<file path="config.mk">
export PLATFORM = sky130hd
export DESIGN_NAME = fetch_unit
export DESIGN_NICKNAME = d
export VERILOG_FILES = /design/src/rtl/fetch_unit_pkg.sv /design/src/rtl/am_decode.sv /design/src/rtl/fetch_unit.sv
export SDC_FILE = /design/constraint.sdc
export NUM_CORES = 1
export LEC_CHECK = 0
export ABC_AREA = 1
export BUFFER_PORTS_ARGS = -buffer_cell sky130_fd_sc_hd__buf_2
export CORE_ASPECT_RATIO = 1.4
export CORE_MARGIN = 2
export CORE_UTILIZATION = 25
export CTS_BUF_LIST = sky130_fd_sc_hd__clkbuf_4
export DETAILED_ROUTE_END_ITERATION = 10
export GPL_TIMING_DRIVEN = 0
export PLACE_DENSITY_LB_ADDON = 0.3
export SETUP_SLACK_MARGIN = 0.05
export SLEW_MARGIN = 20
export SYNTH_ARGS = -nofsm -noshare
export SYNTH_HDL_FRONTEND = slang
export SYNTH_SLANG_ARGS = --single-unit
</file>
<file path="constraint.sdc">
create_clock -name clk -period 14 [get_ports clk]
set_clock_uncertainty 0.1 [all_clocks]
set_input_delay 4.2 -clock clk [delete_from_list [all_inputs] [get_ports clk]]
set_output_delay 4.2 -clock clk [all_outputs]
set_load 0.01 [all_outputs]
</file>
<file path="src/rtl/fetch_unit_pkg.sv">
// fetch_unit_pkg: shared widths, reset vector, addressing-mode and fetch-state encodings
package fetch_unit_pkg;
  localparam int REG_WIDTH = 8;
  localparam int MEM_ADDR_WIDTH = 16;
  localparam logic [MEM_ADDR_WIDTH-1:0] INSTRUCTION_BASE = 16'hC000;
  typedef enum logic [3:0] {
    AM_IMPL, AM_IMM, AM_ZPG, AM_ZPG_X, AM_ZPG_Y, AM_ABS, AM_ABS_X,
    AM_ABS_Y, AM_X_IND, AM_IND_Y, AM_IND, AM_REL
  } am_t;
  typedef enum logic [2:0] {IDLE, OPC, OP_LO, OP_HI, PTR_LO, PTR_HI, DONE} state_t;
endpackage

</file>
<file path="src/rtl/am_decode.sv">
// am_decode: 6502 opcode to addressing mode and operand byte count
module am_decode
  import fetch_unit_pkg::*;
(
  input  logic [7:0] opcode,
  output am_t        mode,
  output logic [1:0] nbytes
);
  logic [1:0] cc;
  logic [2:0] bbb;
  logic y_swap;
  assign cc = opcode[1:0];
  assign bbb = opcode[4:2];
  // LDX/STX index by Y where the rest of group 10 uses X
  assign y_swap = opcode == 8'h96 || opcode == 8'hB6 || opcode == 8'hBE;
  always_comb begin
    mode = AM_IMPL;
    case (cc)
      2'b01:
        case (bbb)
          3'd0: mode = AM_X_IND;
          3'd1: mode = AM_ZPG;
          3'd2: mode = AM_IMM;
          3'd3: mode = AM_ABS;
          3'd4: mode = AM_IND_Y;
          3'd5: mode = AM_ZPG_X;
          3'd6: mode = AM_ABS_Y;
          3'd7: mode = AM_ABS_X;
        endcase
      2'b10:
        case (bbb)
          3'd0: mode = AM_IMM;
          3'd1: mode = AM_ZPG;
          3'd3: mode = AM_ABS;
          3'd5: mode = y_swap ? AM_ZPG_Y : AM_ZPG_X;
          3'd7: mode = y_swap ? AM_ABS_Y : AM_ABS_X;
          default: mode = AM_IMPL;
        endcase
      2'b00:
        case (bbb)
          3'd0: mode = opcode == 8'h20 ? AM_ABS : opcode[7:5] > 3'd4 ? AM_IMM : AM_IMPL;
          3'd1: mode = AM_ZPG;
          3'd3: mode = opcode == 8'h6C ? AM_IND : AM_ABS;
          3'd4: mode = AM_REL;
          3'd5: mode = AM_ZPG_X;
          3'd7: mode = AM_ABS_X;
          default: mode = AM_IMPL;
        endcase
      default: mode = AM_IMPL;
    endcase
  end
  assign nbytes = mode == AM_IMPL ? 2'd0 :
                  mode inside {AM_ABS, AM_ABS_X, AM_ABS_Y, AM_IND} ? 2'd2 : 2'd1;
endmodule

</file>
<file path="src/rtl/fetch_unit.sv">
// fetch_unit: 6502-style instruction fetch with addressing-mode decode and
// effective-address generation over a request/valid memory port
module fetch_unit
  import fetch_unit_pkg::*;
#(
  parameter int DATA_WIDTH = REG_WIDTH,
  parameter int ADDR_WIDTH = MEM_ADDR_WIDTH,
  parameter logic [ADDR_WIDTH-1:0] RESET_PC = ADDR_WIDTH'(INSTRUCTION_BASE)
) (
  input  logic                  clk,
  input  logic                  reset_n,
  input  logic                  start,
  input  logic [ADDR_WIDTH-1:0] pc_in,
  input  logic [DATA_WIDTH-1:0] x_in,
  input  logic [DATA_WIDTH-1:0] y_in,
  output logic                  mem_req,
  output logic [ADDR_WIDTH-1:0] mem_addr,
  input  logic [DATA_WIDTH-1:0] mem_rdata,
  input  logic                  mem_rvalid,
  output logic [DATA_WIDTH-1:0] opcode,
  output logic [3:0]            mode,
  output logic [ADDR_WIDTH-1:0] ea,
  output logic                  page_cross,
  output logic [ADDR_WIDTH-1:0] pc_next,
  output logic                  valid,
  input  logic                  ready_in,
  output logic                  busy
);
  localparam int HW = ADDR_WIDTH - 8;
  state_t state, state_d;
  am_t am, rd_am, am_d;
  logic [1:0] nb, rd_nb, nb_d;
  logic [ADDR_WIDTH-1:0] pc, pc_nx, abs_a, ptr_a, base, idx_sum, rel, ea_d;
  logic [DATA_WIDTH-1:0] lo, hi, plo, phi, lo_d, hi_d, plo_d, phi_d;
  logic [7:0] idx, zp_ix, zp_lo, ptr_pg;
  logic page_d, take;
  am_decode u_dec (.opcode(opcode[7:0]), .mode(am), .nbytes(nb));
  am_decode u_dec_rd (.opcode(mem_rdata[7:0]), .mode(rd_am), .nbytes(rd_nb));
  assign take = start && (state == IDLE || (state == DONE && ready_in));
  assign mem_req = state inside {OPC, OP_LO, OP_HI, PTR_LO, PTR_HI};
  assign valid = state == DONE;
  assign busy = state != IDLE;
  assign mode = am;
  // pointer lives in page zero except for JMP (ind), which wraps within its own page
  assign zp_lo = am == AM_X_IND ? lo[7:0] + x_in[7:0] : lo[7:0];
  assign ptr_pg = am == AM_IND ? hi[7:0] : 8'h00;
  assign mem_addr = state == OPC    ? pc :
                    state == OP_LO  ? pc + ADDR_WIDTH'(1) :
                    state == OP_HI  ? pc + ADDR_WIDTH'(2) :
                    state == PTR_LO ? ADDR_WIDTH'({ptr_pg, zp_lo}) :
                    state == PTR_HI ? ADDR_WIDTH'({ptr_pg, 8'(zp_lo + 8'd1)}) : '0;
  always_comb begin
    state_d = state;
    case (state)
      IDLE:    state_d = start ? OPC : IDLE;
      OPC:     if (mem_rvalid) state_d = rd_nb == 2'd0 ? DONE : OP_LO;
      OP_LO:   if (mem_rvalid) state_d = nb == 2'd2 ? OP_HI :
                                         (am == AM_X_IND || am == AM_IND_Y) ? PTR_LO : DONE;
      OP_HI:   if (mem_rvalid) state_d = am == AM_IND ? PTR_LO : DONE;
      PTR_LO:  if (mem_rvalid) state_d = PTR_HI;
      PTR_HI:  if (mem_rvalid) state_d = DONE;
      DONE:    if (ready_in) state_d = start ? OPC : IDLE;
      default: state_d = IDLE;
    endcase
  end
  // result computed from the byte arriving this cycle so DONE needs no extra cycle
  always_comb begin
    am_d = state == OPC ? rd_am : am;
    nb_d = state == OPC ? rd_nb : nb;
    lo_d = state == OP_LO ? mem_rdata : lo;
    hi_d = state == OP_HI ? mem_rdata : hi;
    plo_d = state == PTR_LO ? mem_rdata : plo;
    phi_d = state == PTR_HI ? mem_rdata : phi;
    pc_nx = pc + ADDR_WIDTH'(nb_d) + ADDR_WIDTH'(1);
    abs_a = ADDR_WIDTH'({hi_d[7:0], lo_d[7:0]});
    ptr_a = ADDR_WIDTH'({phi_d[7:0], plo_d[7:0]});
    idx = (am_d == AM_ABS_X || am_d == AM_ZPG_X) ? x_in[7:0] : y_in[7:0];
    zp_ix = lo_d[7:0] + idx;
    base = am_d == AM_IND_Y ? ptr_a : abs_a;
    idx_sum = base + ADDR_WIDTH'(idx);
    rel = pc_nx + {{HW{lo_d[7]}}, lo_d[7:0]};
    ea_d = '0;
    page_d = 1'b0;
    case (am_d)
      AM_IMM:                       ea_d = pc + ADDR_WIDTH'(1);
      AM_ZPG:                       ea_d = ADDR_WIDTH'(lo_d[7:0]);
      AM_ZPG_X, AM_ZPG_Y:           ea_d = ADDR_WIDTH'(zp_ix);
      AM_ABS:                       ea_d = abs_a;
      AM_X_IND, AM_IND:             ea_d = ptr_a;
      AM_ABS_X, AM_ABS_Y, AM_IND_Y: begin
        ea_d = idx_sum;
        page_d = idx_sum[ADDR_WIDTH-1:8] != base[ADDR_WIDTH-1:8];
      end
      AM_REL: begin
        ea_d = rel;
        page_d = rel[ADDR_WIDTH-1:8] != pc_nx[ADDR_WIDTH-1:8];
      end
      default: ;
    endcase
  end
  always_ff @(posedge clk or negedge reset_n) begin
    if (!reset_n) begin
      state <= IDLE;
      pc <= '0;
      opcode <= '0;
      lo <= '0;
      hi <= '0;
      plo <= '0;
      phi <= '0;
      ea <= '0;
      page_cross <= 1'b0;
      pc_next <= RESET_PC;
    end else begin
      state <= state_d;
      if (take) pc <= pc_in;
      if (mem_rvalid && state == OPC) opcode <= mem_rdata;
      if (mem_rvalid) begin
        lo <= lo_d;
        hi <= hi_d;
        plo <= plo_d;
        phi <= phi_d;
      end
      if (state != DONE && state_d == DONE) begin
        ea <= ea_d;
        page_cross <= page_d;
        pc_next <= pc_nx;
      end
    end
  end
endmodule

</file>
# After elaboration in Yosys (flattened, before gate mapping)
# Memories as Yosys holds them, arrays and structs flattened.
# Index checks and enable logic that the tools add are counted.
# totals
n_memories	2
mem_bits_ro	64
in_bits	45
ff_bits	92
output_inout_bits	64
elab_cells	154
# op_classes
reduce_logical	26
n_mux	49
order_cmp	2
n_eq_ne	56
addsub	9
# mem_list
name	depth	word_bits	read_ports	rd_clocked_by_memory_dff	wr	line	source
(no name shown)	8	4	1	0	0	am_decode.sv:20	case (bbb)
(no name shown)	8	4	1	0	0	am_decode.sv:20	
# ops
cell	n
$pmux 16 s7	1
$mux 16	6
$mux 8	7
$eq 8x8->1 const B	6
$pmux 4 s6	2
$eq 4x3->1 const B	10
$pmux 4 s5	2
$add 16x1->16 const B	2
$eq 4x4->1 const B	8
$eq 3x3->1 const B	10
$mux 3	10
$pmux 4 s3	2
$pmux 3 s7	1
$mux 4	5
$add 16x16->16	1
$add 16x2->16	1
$add 16x2->16 const B	1
$add 16x8->16	1
$add 8x8->8	2
$eq 8x6->1 const B	2
$eq 8x7->1 const B	2
$ne 8x8->1	2
$mux 2	7
$eq 3x2->1 const B	4
other kinds (20)	47

# Depth between registers and ports, before layout
# depth
depth_word	16
depth_mapped	41
depth_no_buf	40

# Cells and area by module
# A second synthesis with hierarchy kept.
# hier_totals
cells_unflattened	1405
hier_area_um2	9031.2
# by_module_without_submodules
module	cells_each	instances	area_per_inst_um2	seq_area_each_um2
fetch_unit	1212	1	8205.4	2304.7
am_decode (u_dec)	98	1	414.1	0.0
am_decode (u_dec_rd)	95	1	411.6	0.0

# Worst setup path before layout
# OpenSTA, ideal clock, no wires.
# synth_path
kind	in2out
from	in x_in[0]
to	out mem_addr[7]
required_ns	9.700
path_buffers	0
path_stages	17
path_slack_ns	3.667
t_arrival_ns	6.033
path_cell_list	ha_1 fa_1 nand3_1 nand2_1 a21oi_1 nor2_1 nor2_1 xor2_1 o21ai_1 nand2_1 nor2_2 nand2_1 nand2_1 nand3_1 nand2_1 nand2_1 nand3_1
# synth_via
elab_chain_len	8
# synth_lines
element	line	source
start, declared	fetch_unit.sv:14	input logic [DATA_WIDTH-1:0] x_in,
$add 8x8->8 (*)	fetch_unit.sv:45	assign zp_lo = am == AM_X_IND ? lo[7:0] + x_in[7:0] : lo[7:0];
$mux 8 (*)	fetch_unit.sv:45	
$add 8x1->8	fetch_unit.sv:51	state == PTR_HI ? ADDR_WIDTH'({ptr_pg, 8'(zp_lo + 8'd1)}) : '0;
$mux 16	fetch_unit.sv:51	
$mux 16 (*)	fetch_unit.sv:50	state == PTR_LO ? ADDR_WIDTH'({ptr_pg, zp_lo}) :
$mux 16 (*)	fetch_unit.sv:49	state == OP_HI ? pc + ADDR_WIDTH'(2) :
$mux 16 (*)	fetch_unit.sv:48	state == OP_LO ? pc + ADDR_WIDTH'(1) :
$mux 16 (*)	fetch_unit.sv:47	assign mem_addr = state == OPC ? pc :
end, declared	fetch_unit.sv:17	output logic [ADDR_WIDTH-1:0] mem_addr,
# Mark *: on every way between the ends. The rest lies on a longest branch, timed or not.

# Worst setup path in the final report
# Ends and elaborated chain as after synthesis.

==> report_table.html <==
<table>
<tr><th>Metric</th><th>Value</th></tr>
<tr><th colspan="2">Timing</th></tr>
<tr><td>Headroom to the max-slew limit</td><td>0.404</td></tr>
<tr><td>Setup total negative slack</td><td>0 ns</td></tr>
<tr><td>Worst-Margin Slew</td><td>0.884 ns</td></tr>
<tr><td>Min cycle time layout</td><td>11.24 ns</td></tr>
<tr><td>Hold Fails Final Rpt</td><td>0</td></tr>
<tr><td>Finish-stage setup viols</td><td>0</td></tr>
<tr><td>Maximum clock frequency</td><td>0.0890 GHz</td></tr>
<tr><td>Final count of pins violating max slew</td><td>0</td></tr>
<tr><td>RSZ-0062 raised after global routing</td><td>false</td></tr>
<tr><td>Portion of the clock cycle consumed by the worst path in the final layout</td><td>0.803</td></tr>
<tr><th colspan="2">Logic synthesis</th></tr>
<tr><td>Most frequent cell after synthesis</td><td>nand2_1</td></tr>
<tr><td>Cells after synthesis</td><td>1,368</td></tr>
<tr><td>Fraction of the yosys area taken by sequential cells</td><td>0.259</td></tr>
<tr><td>Leading post-synthesis cells by instance count</td><td>nand2_1, inv_1, o21ai_0</td></tr>
<tr><td>Number of register bits inferred by synthesis</td><td>92</td></tr>
<tr><td>Post-synthesis cell type count</td><td>53</td></tr>
<tr><td>Yosys Warn Count</td><td>0</td></tr>
<tr><td>Cell types occupying the most area after synthesis</td><td>dfrtp_1, nand2_1, o21ai_0, ha_1, inv_1</td></tr>
<tr><td>Synth async-reset ratio</td><td>1.00</td></tr>
<tr><td>Most area-hungry cell type in the Yosys netlist</td><td>dfrtp_1</td></tr>
<tr><td>Net Count, Synth</td><td>1,460</td></tr>
<tr><td>Area share of the largest cell type after synthesis</td><td>0.253</td></tr>
<tr><td>Post-synthesis instance area</td><td>0.00890 mm^2</td></tr>
<tr><td>Main synth FF type</td><td>dfrtp_1</td></tr>
<tr><td>Syn Area/Cell</td><td>6.51 um^2</td></tr>
<tr><td>Count of flip-flops with a built-in enable after synthesis</td><td>0</td></tr>
<tr><th colspan="2">Die</th></tr>
<tr><td>FP Rows</td><td>81</td></tr>
<tr><td>Floorplan die area</td><td>0.0372 mm^2</td></tr>
<tr><td>Core area</td><td>0.0351 mm^2</td></tr>
<tr><td>Initial standard-cell utilization of the core</td><td>0.254</td></tr>
<tr><td>Top-level port count</td><td>109</td></tr>
<tr><td>Chip Width</td><td>163 um</td></tr>
<tr><td>Die Span Y</td><td>227 um</td></tr>
<tr><th colspan="2">Critical path</th></tr>
<tr><td>Critical path peak fanout</td><td>4</td></tr>
<tr><td>Slowest stage cell on the critical path</td><td>o21ai_1</td></tr>
<tr><td>Library cell appearing most often on the critical path</td><td>nand2_1</td></tr>
<tr><td>Worst endpoint required time</td><td>9.70 ns</td></tr>
<tr><td>Cell class contributing the biggest share of worst-path delay</td><td>simple AND/OR/NAND/NOR gates</td></tr>
<tr><td>Critical path's largest stage delay</td><td>0.48 ns</td></tr>
<tr><td>Crit start category</td><td>input pin</td></tr>
<tr><td>Setup Crit Path Kind</td><td>in -&gt; out</td></tr>
<tr><td>Worst EP arrival</td><td>6.94 ns</td></tr>
<tr><td>Count of buffer and inverter cells on the critical path</td><td>2</td></tr>
<tr><td>Worst setup EP type</td><td>output pin</td></tr>
<tr><td>Cells traversed along the worst timing path</td><td>buf_2, ha_1, fa_1, nand3_1, nand2_1, a21oi_1, nor2_1, nor2_1, xor2_1, o21ai_1, nand2_1, nor2_2, nand3b_1, nand3_1, nand2_1, nand2_1, nand3_1, buf_2</td></tr>
<tr><th colspan="2">Final layout</th></tr>
<tr><td>Combined area of the multi-input logic cells</td><td>0.00580 mm^2</td></tr>
<tr><td>Area growth from synthesis to layout</td><td>14.7%</td></tr>
<tr><td>Fraction of layout cells with a size suffix above 1</td><td>0.155</td></tr>
<tr><td>Total of fill cells in the finished design</td><td>3,986</td></tr>
<tr><td>Final-stage net count</td><td>1,575</td></tr>
<tr><td>Sequential Area</td><td>0.00230 mm^2</td></tr>
<tr><th colspan="2">Status</th></tr>
<tr><td>Status</td><td>complete, no violations</td></tr>
<tr><th colspan="2">Drt</th></tr>
<tr><td>Post-DR wirelength/cell</td><td>18.1 um</td></tr>
<tr><td>Routed via count divided by cell count</td><td>4.92</td></tr>
<tr><td>Post-detailed-routing wire length</td><td>35.2 mm</td></tr>
<tr><td>Routed Antenna Nets</td><td>0</td></tr>
<tr><td>Drc violations</td><td>0</td></tr>
<tr><td>DR vias</td><td>9,581</td></tr>
<tr><td>1st-iter DRT viols</td><td>744</td></tr>
<tr><td>Initial DRT Pass Iterations</td><td>5</td></tr>
<tr><th colspan="2">Clock network</th></tr>
<tr><td>Hold bufs inserted after CTS</td><td>0</td></tr>
<tr><td>CTS tree</td><td>yes</td></tr>
<tr><td>Cts repair resizes</td><td>0</td></tr>
<tr><td>Clk Latency, worst-skew pair</td><td>0.61 ns</td></tr>
<tr><td>Number of sinks handled by clock tree synthesis</td><td>92</td></tr>
<tr><td>Max clock buf depth</td><td>2</td></tr>
<tr><td>Clock slew at reported path FFs</td><td>0.16 ns</td></tr>
<tr><td>Number of buffers added by the clock tree synthesis step</td><td>9</td></tr>
<tr><td>Root Driver</td><td>clkbuf_4</td></tr>
<tr><td>Number of buffers inserted to repair setup after CTS</td><td>0</td></tr>
<tr><td>Number of H-tree branching levels</td><td>3</td></tr>
<tr><th colspan="2">Placement</th></tr>
<tr><td>Number of buffers inserted by port buffering</td><td>103</td></tr>
<tr><td>DP Wirelength</td><td>29.0 mm</td></tr>
<tr><td>Placer's final routability congestion estimate</td><td>0.918</td></tr>
<tr><th colspan="2">Min path</th></tr>
<tr><td>Type of the tightest min-delay check</td><td>reg -&gt; reg</td></tr>
<tr><th colspan="2">GRT</th></tr>
<tr><td>Met2 Usage GRT</td><td>0.361</td></tr>
<tr><td>GR met3 Demand/Resource</td><td>0.0261</td></tr>
<tr><td>Most Crowded Layer GR</td><td>met2</td></tr>
<tr><td>Number of antenna violations at the first check in global routing</td><td>2</td></tr>
<tr><td>Global-route wire length before repair</td><td>53.5 mm</td></tr>
<tr><td>Largest net degree at the start of global routing</td><td>71</td></tr>
<tr><td>Met1 usage</td><td>0.212</td></tr>
<tr><td>Global route total overflow</td><td>0</td></tr>
<tr><td>Vias in the first global route</td><td>9,352</td></tr>
<tr><td>GRT Overall Usage</td><td>0.192</td></tr>
<tr><th colspan="2">Flow run</th></tr>
<tr><td>Maximum capacitance violations</td><td>0</td></tr>
</table>
==> final cells by class <==
| cell class | instances | area share |
|---|---|---|
| clock inverter | 6 | 0.0103 |
| multi-input combinational | 1083 | 0.568 |
| antenna | 2 | 0.000490 |
| timing repair buffer | 104 | 0.0538 |
| clock buffer | 10 | 0.00735 |
| inverter | 150 | 0.0551 |
| tap | 456 | 0.0559 |
| sequential | 92 | 0.226 |
| buffer | 43 | 0.0230 |
==> layout by cell type, fill, tap and decap left out, drive strengths merged <==
| cell type | n |
|---|---|
| bufinv | 2 |
| o21a | 1 |
| a221oi | 5 |
| fa | 5 |
| nand3b | 6 |
| nor3 | 20 |
| o211ai | 12 |
| o2111ai | 9 |
| a21boi | 1 |
| mux2 | 8 |
| nand2 | 441 |
| xor2 | 46 |
| ha | 42 |
| dfrtp | 90 |
| o21bai | 5 |
| nor2 | 131 |
| or2 | 9 |
| diode | 2 |
| a311oi | 3 |
| nand3 | 76 |
| a21oi | 70 |
| nor4 | 1 |
| a31o | 1 |
| buf | 124 |
| o22ai | 14 |
| clkbuf | 33 |
| a211oi | 3 |
| a31oi | 1 |
| dfstp | 2 |
| a21o | 4 |
| o21ai | 135 |
| xnor2 | 9 |
| nand4 | 18 |
| o221ai | 4 |
| o31ai | 3 |
| clkinv | 4 |
| inv | 150 |
==> worst reg2reg max path, delay by kind of cell, from the launching register on <==
family | cells | cell delay (ns)
adder cells (fa/ha/maj) | 3 | 0.84
XOR/XNOR | 2 | 0.76
flip-flops | 1 | 0.47
AND/OR/NAND/NOR | 26 | 2.47
AO/OA/AOI/OAI | 4 | 0.71
buffers and inverters | 4 | 0.33
==> flip-flops by register name (all words and copies together), names as in the netlist <==
register / flops
ea: 16
hi: 8
lo: 8
opcode: 8
page_cross: 1
pc: 16
pc_next: 16
phi: 8
plo: 8
state: 3
==> layer usage <==
layer  share of wire  vias up
met1            0.38     4495
met5               0        -
li1                -     4735
met3           0.043       66
met2            0.53      285
met4           0.047        0
==> cell families after synthesis <==
group           share of synthesized area
flops                               0.259
buf+inv                            0.0897
simple gates                        0.339
mux                                0.0101
compound gates                      0.178
xor+xnor                           0.0541
fa+ha+maj                          0.0703
==> metrics by stage <==
step           hold slack [ns]  setup slack, ns  cell area, um^2  std cells   util
5_1_grt                  0.415             2.65            10200       1946  0.291
3_3_place_gp             0.361             2.79             9990       1927  0.285
4_1_cts                  0.389             2.76            10200       1944  0.291
2_1_floorplan            0.346             3.67             8900       1368      -
3_5_place_dp             0.360             2.78            10000       1928  0.286
6_report                 0.389             2.76            10200       1946  0.291
==> final timing paths <==
path | endpoint | slack (ns) | depth (start not counted) | startpoint
worst max-delay path | mem_addr[7] | 2.76 | 18 | x_in[0]
worst min-delay path | pc_next[15] | 0.39 | 2 | pc_next[15]
worst max register to register | page_cross | 8.20 | 39 | opcode[1]
worst min register to register | pc_next[15] | 0.39 | 2 | pc_next[15]
max in group asynchronous | ea[1] | 9.76 | 2 | reset_n
min in group asynchronous | state[2] | 3.33 | 1 | reset_n
Power is left out: the tool's default activity adds up to more than one toggle a clock period on the data nets, which glitch-free logic cannot reach.
